### src/rtl/fifo_wr_arbiter_pkg.sv
// Shared types, defaults and width helpers for the TX FIFO write-port arbiter.
package fifo_arb_pkg;

  typedef enum logic [0:0] {
    IDLE = 1'b0,
    XFER = 1'b1
  } arb_state_e;

  localparam int unsigned DATA_W_DEF        = 64;
  localparam int unsigned MAX_PKT_WORDS_DEF = 112;

  // Ceiling log2; clog2(1) = 0.
  function automatic int unsigned clog2(input int unsigned value);
    int unsigned res;
    res = 0;
    while ((64'd1 << res) < 64'(value)) res++;
    return res;
  endfunction

  // Source-id width, never narrower than one bit so a single source still has a port.
  function automatic int unsigned id_width(input int unsigned num_src);
    return (clog2(num_src) == 0) ? 1 : clog2(num_src);
  endfunction

endpackage

### src/rtl/fifo_wr_arbiter_rr_pick.sv
// Combinational round-robin picker: first requester at or after last+1, wrapping.
module rr_pick
  import fifo_arb_pkg::*;
#(
  parameter int unsigned NUM_SRC = 2,
  localparam int unsigned ID_W   = id_width(NUM_SRC)
) (
  input  logic [NUM_SRC-1:0] req,
  input  logic [ID_W-1:0]    last,
  output logic [ID_W-1:0]    gnt_id,
  output logic               any
);

  // First pass covers indices above last, second pass wraps around to 0..last.
  always_comb begin
    gnt_id = '0;
    any    = 1'b0;
    for (int i = 0; i < int'(NUM_SRC); i++) begin
      if (!any && req[i] && (i > int'(last))) begin
        any    = 1'b1;
        gnt_id = ID_W'(i);
      end
    end
    for (int i = 0; i < int'(NUM_SRC); i++) begin
      if (!any && req[i]) begin
        any    = 1'b1;
        gnt_id = ID_W'(i);
      end
    end
  end

endmodule

### src/rtl/fifo_wr_arbiter.sv
// Packet-granular round-robin arbiter sharing one show-ahead FIFO write port
// between NUM_SRC streaming sources; grants start only below almost-full.
module fifo_wr_arbiter
  import fifo_arb_pkg::*;
#(
  parameter int unsigned NUM_SRC       = 2,
  parameter int unsigned DATA_W        = DATA_W_DEF,
  parameter int unsigned MAX_PKT_WORDS = MAX_PKT_WORDS_DEF,
  parameter int unsigned CNT_W         = 16,
  localparam int unsigned ID_W         = id_width(NUM_SRC)
) (
  input  logic                       clk,
  input  logic                       srst_n,
  input  logic [NUM_SRC*DATA_W-1:0]  s_data,
  input  logic [NUM_SRC-1:0]         s_valid,
  input  logic [NUM_SRC-1:0]         s_last,
  output logic [NUM_SRC-1:0]         s_ready,
  output logic [DATA_W-1:0]          fifo_din,
  output logic                       fifo_wr_en,
  input  logic                       fifo_full,
  input  logic                       fifo_prog_full,
  output logic [ID_W-1:0]            grant_id,
  output logic                       busy,
  output logic                       oversize_err,
  output logic [NUM_SRC*CNT_W-1:0]   pkt_count
);

  localparam int unsigned     WC_W   = clog2(MAX_PKT_WORDS + 2);
  localparam logic [WC_W-1:0] WC_MAX = WC_W'(MAX_PKT_WORDS);
  localparam logic [WC_W-1:0] WC_SAT = WC_W'(MAX_PKT_WORDS + 1);

  arb_state_e       state_q, state_d;
  logic [ID_W-1:0]  grant_d;
  logic [ID_W-1:0]  last_grant, last_d;
  logic [WC_W-1:0]  word_cnt, wc_d;
  logic             err_d;
  logic [CNT_W-1:0] cnt_q [NUM_SRC];
  logic [CNT_W-1:0] cnt_d [NUM_SRC];

  logic              sel_valid;
  logic              sel_last;
  logic [DATA_W-1:0] sel_data;
  logic [ID_W-1:0]   pick_id;
  logic              pick_any;

  rr_pick #(
    .NUM_SRC (NUM_SRC)
  ) u_rr_pick (
    .req    (s_valid),
    .last   (last_grant),
    .gnt_id (pick_id),
    .any    (pick_any)
  );

  // Steer the granted source's beat, last flag and valid onto the FIFO side.
  always_comb begin
    sel_valid = 1'b0;
    sel_last  = 1'b0;
    sel_data  = '0;
    for (int i = 0; i < int'(NUM_SRC); i++) begin
      if (grant_id == ID_W'(i)) begin
        sel_valid = s_valid[i];
        sel_last  = s_last[i];
        sel_data  = s_data[i*int'(DATA_W) +: DATA_W];
      end
    end
  end

  // Next-state and handshake logic; srst_n gates the handshake so reset kills writes at once.
  always_comb begin
    state_d    = state_q;
    grant_d    = grant_id;
    last_d     = last_grant;
    wc_d       = word_cnt;
    err_d      = oversize_err;
    cnt_d      = cnt_q;
    s_ready    = '0;
    fifo_wr_en = 1'b0;
    fifo_din   = sel_data;

    case (state_q)
      IDLE: begin
        if (pick_any && !fifo_prog_full) begin
          grant_d = pick_id;
          state_d = XFER;
        end
      end

      XFER: begin
        for (int i = 0; i < int'(NUM_SRC); i++) begin
          s_ready[i] = srst_n && !fifo_full && (grant_id == ID_W'(i));
        end
        fifo_wr_en = srst_n && !fifo_full && sel_valid;

        if (fifo_wr_en) begin
          if (word_cnt != WC_SAT) wc_d = word_cnt + WC_W'(1);
          if ((word_cnt == WC_MAX) && !sel_last) err_d = 1'b1;
          if (sel_last) begin
            for (int i = 0; i < int'(NUM_SRC); i++) begin
              if (grant_id == ID_W'(i)) cnt_d[i] = cnt_q[i] + CNT_W'(1);
            end
            last_d  = grant_id;
            wc_d    = '0;
            state_d = IDLE;
          end
        end
      end

      default: state_d = IDLE;
    endcase
  end

  always_ff @(posedge clk) begin
    if (!srst_n) begin
      state_q      <= IDLE;
      grant_id     <= '0;
      last_grant   <= ID_W'(NUM_SRC - 1);
      word_cnt     <= '0;
      oversize_err <= 1'b0;
      for (int i = 0; i < int'(NUM_SRC); i++) cnt_q[i] <= '0;
    end else begin
      state_q      <= state_d;
      grant_id     <= grant_d;
      last_grant   <= last_d;
      word_cnt     <= wc_d;
      oversize_err <= err_d;
      for (int i = 0; i < int'(NUM_SRC); i++) cnt_q[i] <= cnt_d[i];
    end
  end

  assign busy = (state_q == XFER);

  always_comb begin
    pkt_count = '0;
    for (int i = 0; i < int'(NUM_SRC); i++) begin
      pkt_count[i*int'(CNT_W) +: CNT_W] = cnt_q[i];
    end
  end

endmodule

### config.mk
export PLATFORM = sky130hd
export DESIGN_NAME = fifo_wr_arbiter
export DESIGN_NICKNAME = d
export VERILOG_FILES = /design/src/rtl/fifo_wr_arbiter_pkg.sv /design/src/rtl/fifo_wr_arbiter_rr_pick.sv /design/src/rtl/fifo_wr_arbiter.sv
export SDC_FILE = /design/constraint.sdc
export NUM_CORES = 1
export LEC_CHECK = 0
export CAP_MARGIN = 30
export CORE_ASPECT_RATIO = 0.6
export CORE_MARGIN = 2
export CORE_UTILIZATION = 34
export CTS_BUF_LIST = sky130_fd_sc_hd__clkbuf_4 sky130_fd_sc_hd__clkbuf_8
export CTS_CLUSTER_DIAMETER = 120
export DETAILED_ROUTE_END_ITERATION = 7
export GPL_ROUTABILITY_DRIVEN = 0
export PLACE_DENSITY = 0.84
export SKIP_LAST_GASP = 1
export SLEW_MARGIN = 20
export SYNTH_ARGS = -nofsm -noshare
export SYNTH_HDL_FRONTEND = slang
export SYNTH_SLANG_ARGS = --single-unit
### constraint.sdc
create_clock -name clk -period 2.6 [get_ports clk]
set_input_delay 0.52 -clock clk [delete_from_list [all_inputs] [get_ports clk]]
set_output_delay 0.52 -clock clk [all_outputs]
set_load 0.02 [all_outputs]
======== Word level (Yosys, flattened, before mapping) ========
Index checks and enable logic that the tools add are counted.
word-level totals
  register bits after elaboration ......... 43
  latch bits .............................. 0
  RAM bits ................................ 0
  ROM bits ................................ 0
  input port bits ......................... 136
  output and inout bits ................... 102
  word-level logic and storage cells ...... 52
  memories kept ........................... 0
operators by class
  $add $sub $neg .......................... 3
  multipliers ............................. 0
  divide/modulo/power cells ............... 0
  $lt $le $gt $ge ......................... 1
  eq/ne operators ......................... 2
  shift-type cells ........................ 0
  mux-type cells .......................... 16
  bitwise logic cells ..................... 2
  reduce and logical (&&, ||, !) cells .... 21
operators with widths
  operator                 count
  $mux W64                 1
  $add A16 B1 Y16 const B  2
  $mux W7                  2
  $mux W1                  11
  $logic_and A1 B1 Y1      9
  $reduce_and A3 Y1        3
  $reduce_and A4 Y1        2
  $add A7 B1 Y7 const B    1
  $eq A7 B7 Y1 const B     1
  $ne A7 B7 Y1 const B     1
  $logic_not A1 Y1         5
  $mux W2                  1
  $not A1 Y1               2
  $pmux W1 S2              1
  $reduce_and A2 Y1        1
  $reduce_bool A2 Y1       1
  $gt A1 B1 Y1 const A     1

======== Longest topological paths before layout ========
  depth in word-level cells ............... 12
  mapped depth ............................ 6
  depth with buffers taken out ............ 6

======== Hierarchy ========
From an unflattened synthesis, not the netlist that was laid out.
second synthesis, totals
  cells, all modules ...................... 323
  area, all modules ....................... 2877.8 µm²
by module, submodules not included
  module           times used  cells each  area an instance (µm²)  seq. area each (µm²)
  fifo_wr_arbiter  1           321         2864.0                  860.8
  rr_pick          1           2           13.8                    0.0

======== Worst setup path after synthesis ========
No wires, ideal clock.
  path kind ............................... flip-flop to output port
  start ................................... register grant_id
  end ..................................... output fifo_din[36]
  data arrival time ....................... 1.878 ns
  required time ........................... 2.080 ns
  setup slack ............................. 0.202 ns
  cell stages (with the launch flop) ...... 5
  cell sequence ........................... dfxtp_1 clkbuf_1 buf_1 clkbuf_1 mux2_2
on the way
  longest elaborated chain between the ends .. 1
ends and longest elaborated chain
  element                   RTL line                source
  start: declaration        fifo_wr_arbiter.sv:22   output logic [ID_W-1:0] grant_id,
  start signal: assignment  fifo_wr_arbiter.sv:123  grant_id <= grant_d;
  $mux W64                  fifo_wr_arbiter.sv:61   if (grant_id == ID_W'(i)) begin
  end: declaration          fifo_wr_arbiter.sv:18   output logic [DATA_W-1:0] fifo_din,
No other way between the ends.

======== Worst setup path after layout ========
  start ................................... register grant_id
  end ..................................... output fifo_din[40]
The elaborated chain is that of the path after synthesis.

==> impl_metrics.env <==
export IMPL_fp_row_count=25
export IMPL_drc=0
export IMPL_antenna_found_initial=0
export IMPL_die_x_um=123
export IMPL_track_usage_pct=26.5
export IMPL_grt_max_degree=28
export IMPL_critPathRequiredTime_ns=2.08
export IMPL_seq_area_um2=865
export IMPL_vdd_drop_max_mv=0.181
export IMPL_numCtsBuffers=5
export IMPL_min_path_type="register to register"
export IMPL_cts_setup_buffers=0
export IMPL_synth_top_area_cell="dfxtp_1"
export IMPL_worstRegToRegCells=4
export IMPL_wl_per_cell_um=19.1
export IMPL_period_share_pct=97.6
export IMPL_cp_end_kind="output port"
export IMPL_status="completed"
export IMPL_cts_tree="built"
export IMPL_first_global_vias=3397
export IMPL_synth_area_mm2=0.00287
export IMPL_cts_root_buf="clkbuf_8"
export IMPL_synthXorXnorAreaFrac_pct=3.67
export IMPL_viasPerCell=5.06
export IMPL_syn_area_per_cell_um2=8.87
export IMPL_maxCapViolCount=0
export IMPL_yosys_warnings=0
export IMPL_grt_overflow_total=0
export IMPL_grt_first_pass_wirelength_um=18300
export IMPL_dr_total_vias=3437
export IMPL_setup_slack_ns=0.0625
export IMPL_hold_slack_ns=0.484
export IMPL_max_stage_delay_ns=0.66
export IMPL_dp_slack_ns=-0.0451
export IMPL_instances_no_fill=679
export IMPL_multi_input_area_mm2=0.00191
export IMPL_synthCells=323
export IMPL_fin_setup_tns_ns=0
export IMPL_synth_cell_types=48
export IMPL_p_leak_nw=1.96
export IMPL_p_sw_w=0.000525
export IMPL_io_pins=238
export IMPL_die_area_mm2=0.00920
export IMPL_synth_top_family_by_area="multiplexers"
export IMPL_port_buffers=237
export IMPL_clkLatencyLatePin_ns=0.30
export IMPL_grt_setup_unrepaired="false"
export IMPL_worst_pin_slew_ns=0.435
export IMPL_fmaxAchievable_mhz=394
export IMPL_ys_seq_area_share_pct=30.0
export IMPL_synth_compound_area_share_pct=10.5
export IMPL_cp_start_kind="register"
export IMPL_timing_critical_path_cells="buf_4, mux2_2, clkdlybuf4s50_1"
export IMPL_drt_iter0_drc=246
export IMPL_cts_reportedPaths_clkPinSlew_ns=0.09
export IMPL_fin_worst_skew_ns=0.00985
export IMPL_fillCellCount=668
export IMPL_cp_data_arrival_time_ns=2.02
export IMPL_cp_num_buf_inv=2
export IMPL_synth_async_reset_ratio_pct=0
export IMPL_combPwrFrac_pct=37.4
export IMPL_p_int_w=0.00126
export IMPL_synth_edf_count=0
export IMPL_hpwlAfterDp_um=11000
export IMPL_die_height_um=75.1
export IMPL_placed_cells=671
export IMPL_clock_path_buffers=2
export IMPL_synth_top_cell_area_share_pct=30.0
export IMPL_synth_fp_nets=464
export IMPL_area_delta_synth_final_pct=94.8
export IMPL_slew_viol_final=0
export IMPL_htreeDepth=2
export IMPL_layout_nets=711
export IMPL_final_min_clock_period_ns=2.54
export IMPL_slowest_stage="clkdlybuf4s50_1"
export IMPL_hold_violations=0
export IMPL_start_util_pct=35.8
export IMPL_dr_pass1_iters=5
export IMPL_critical_path_top_delay_family="buffers and inverters"
export IMPL_sw_frac_of_total_pct=29.5
export IMPL_slew_headroom_pct=70.9
export IMPL_cp_depth=3
export IMPL_synth_main_ff_cell="dfxtp_1"
export IMPL_synthAdderAreaFrac_pct=2.18
export IMPL_seqPwrFrac_pct=37.6
export IMPL_synthMuxAreaShare_pct=26.4
export IMPL_ant_nets=0
export IMPL_criticalPathCategory="register to output port"
export IMPL_cts_sinks=43
export IMPL_setup_viol=0
export IMPL_finalPower_w=0.00178
export IMPL_clkPwrFrac_pct=24.9
export IMPL_powerDensity_mw_per_mm2=319
export IMPL_antennaDiodeCount=0
export IMPL_wl_um=12900
export IMPL_core_area_mm2=0.00801
export IMPL_post_synth_top_count_cell="mux2_2"
export IMPL_ys_top_cells_by_area="dfxtp_1, mux2_2, a21oi_1, nand2_1, nor2_1"
export IMPL_holdPathStages=1
export IMPL_cp_max_fo=19
export IMPL_ys_ff_latch=43
export IMPL_ys_top_cells_by_count="mux2_2, dfxtp_1, nand2_1, nor2_1, a21oi_1"
export IMPL_drive_gt1_share_pct=17.5
export IMPL_yosys_area_share_simple_pct=23.8
[power groups by stage]
| stage | clock network, W | logic [W] | registers, W |
|---|---|---|---|
| 2_1_floorplan | 0 | 0.000238 | 0.000683 |
| 3_3_place_gp | 0 | 0.000656 | 0.000686 |
| 3_5_place_dp | 0 | 0.000662 | 0.000686 |
| 4_1_cts | 0.000448 | 0.000668 | 0.000670 |
| 5_1_grt | 0.000475 | 0.000701 | 0.000671 |
| 6_report | 0.000444 | 0.000666 | 0.000670 |
[worst reg2reg max path: stages (launching register included)]
cell	delay, ns
dfxtp_4	0.44
nand3b_1	0.25
or4_1	0.66
or4_1	0.52
a21oi_1	0.15
[metrics by stage]
step | area [um2] | utilization [%]
6_report | 5580 | 69.7
5_1_grt | 5580 | 69.7
4_1_cts | 5580 | 69.7
3_5_place_dp | 5490 | 68.5
3_3_place_gp | 5490 | 68.5
2_1_floorplan | 2870 | -
[repair_timing]
item / CTS / global route
setup endpoints to repair: 43 / 0
hold buffers: 0 / 0
gates resized for setup: 3 / 0
[layout make-up]
| cell class | count | area share (%) |
|---|---|---|
| sequential | 43 | 15.5 |
| inverter | 10 | 0.673 |
| tap | 108 | 2.42 |
| multi-input combinational | 255 | 34.2 |
| clock inverter | 3 | 0.448 |
| clock buffer | 5 | 1.23 |
| timing repair buffer | 255 | 45.6 |
[sequential cells by signal (all words and copies together), names as in the netlist]
signal	flops
pkt_count	32
busy	1
oversize_err	1
last_grant	1
grant_id	1
word_cnt	7
[layer usage]
layer  vias up  global-route usage, %  routed length, um
met5         -                      0                  0
met4         0                   3.32                 85
met3         6                   16.8               1850
met2       122                   39.8               5940
met1      1618                   33.1               5070
li1       1691                      -                  -
[cells by family after synthesis]
kind of cell	Yosys count
muxes	67
adders and majority gates	5
buffers and inverters	25
AOI/OAI and AO/OA	51
xor gates and xnor gates	12
DFF	43
and+or+nand+nor	120
[placed cells by master, fill, tap and decap left out, drive strengths merged, types with 3 or more instances in the layout]
cell and n:
xor2 4, o21ai 16, a21oi 18, nand3 15, buf 18, nor4 6, and2 4, nand2 22
dfxtp 43, nor3 3, and4 6, nand4 8, clkdlybuf4s50 235, ha 5, or3 13, xnor2 8
clkbuf 5, nor2 22, inv 9, clkinv 3, or4 5, o21a 4, mux2 65
[worst paths after layout]
path / start / slack, ns / endpoint
worst max-delay path: grant_id / 0.06 / fifo_din[40]
worst min-delay path: oversize_err / 0.48 / oversize_err
worst max register to register: grant_id / 0.53 / pkt_count[15]
worst min register to register: oversize_err / 0.48 / oversize_err
(Power assumes the default switching activity.)
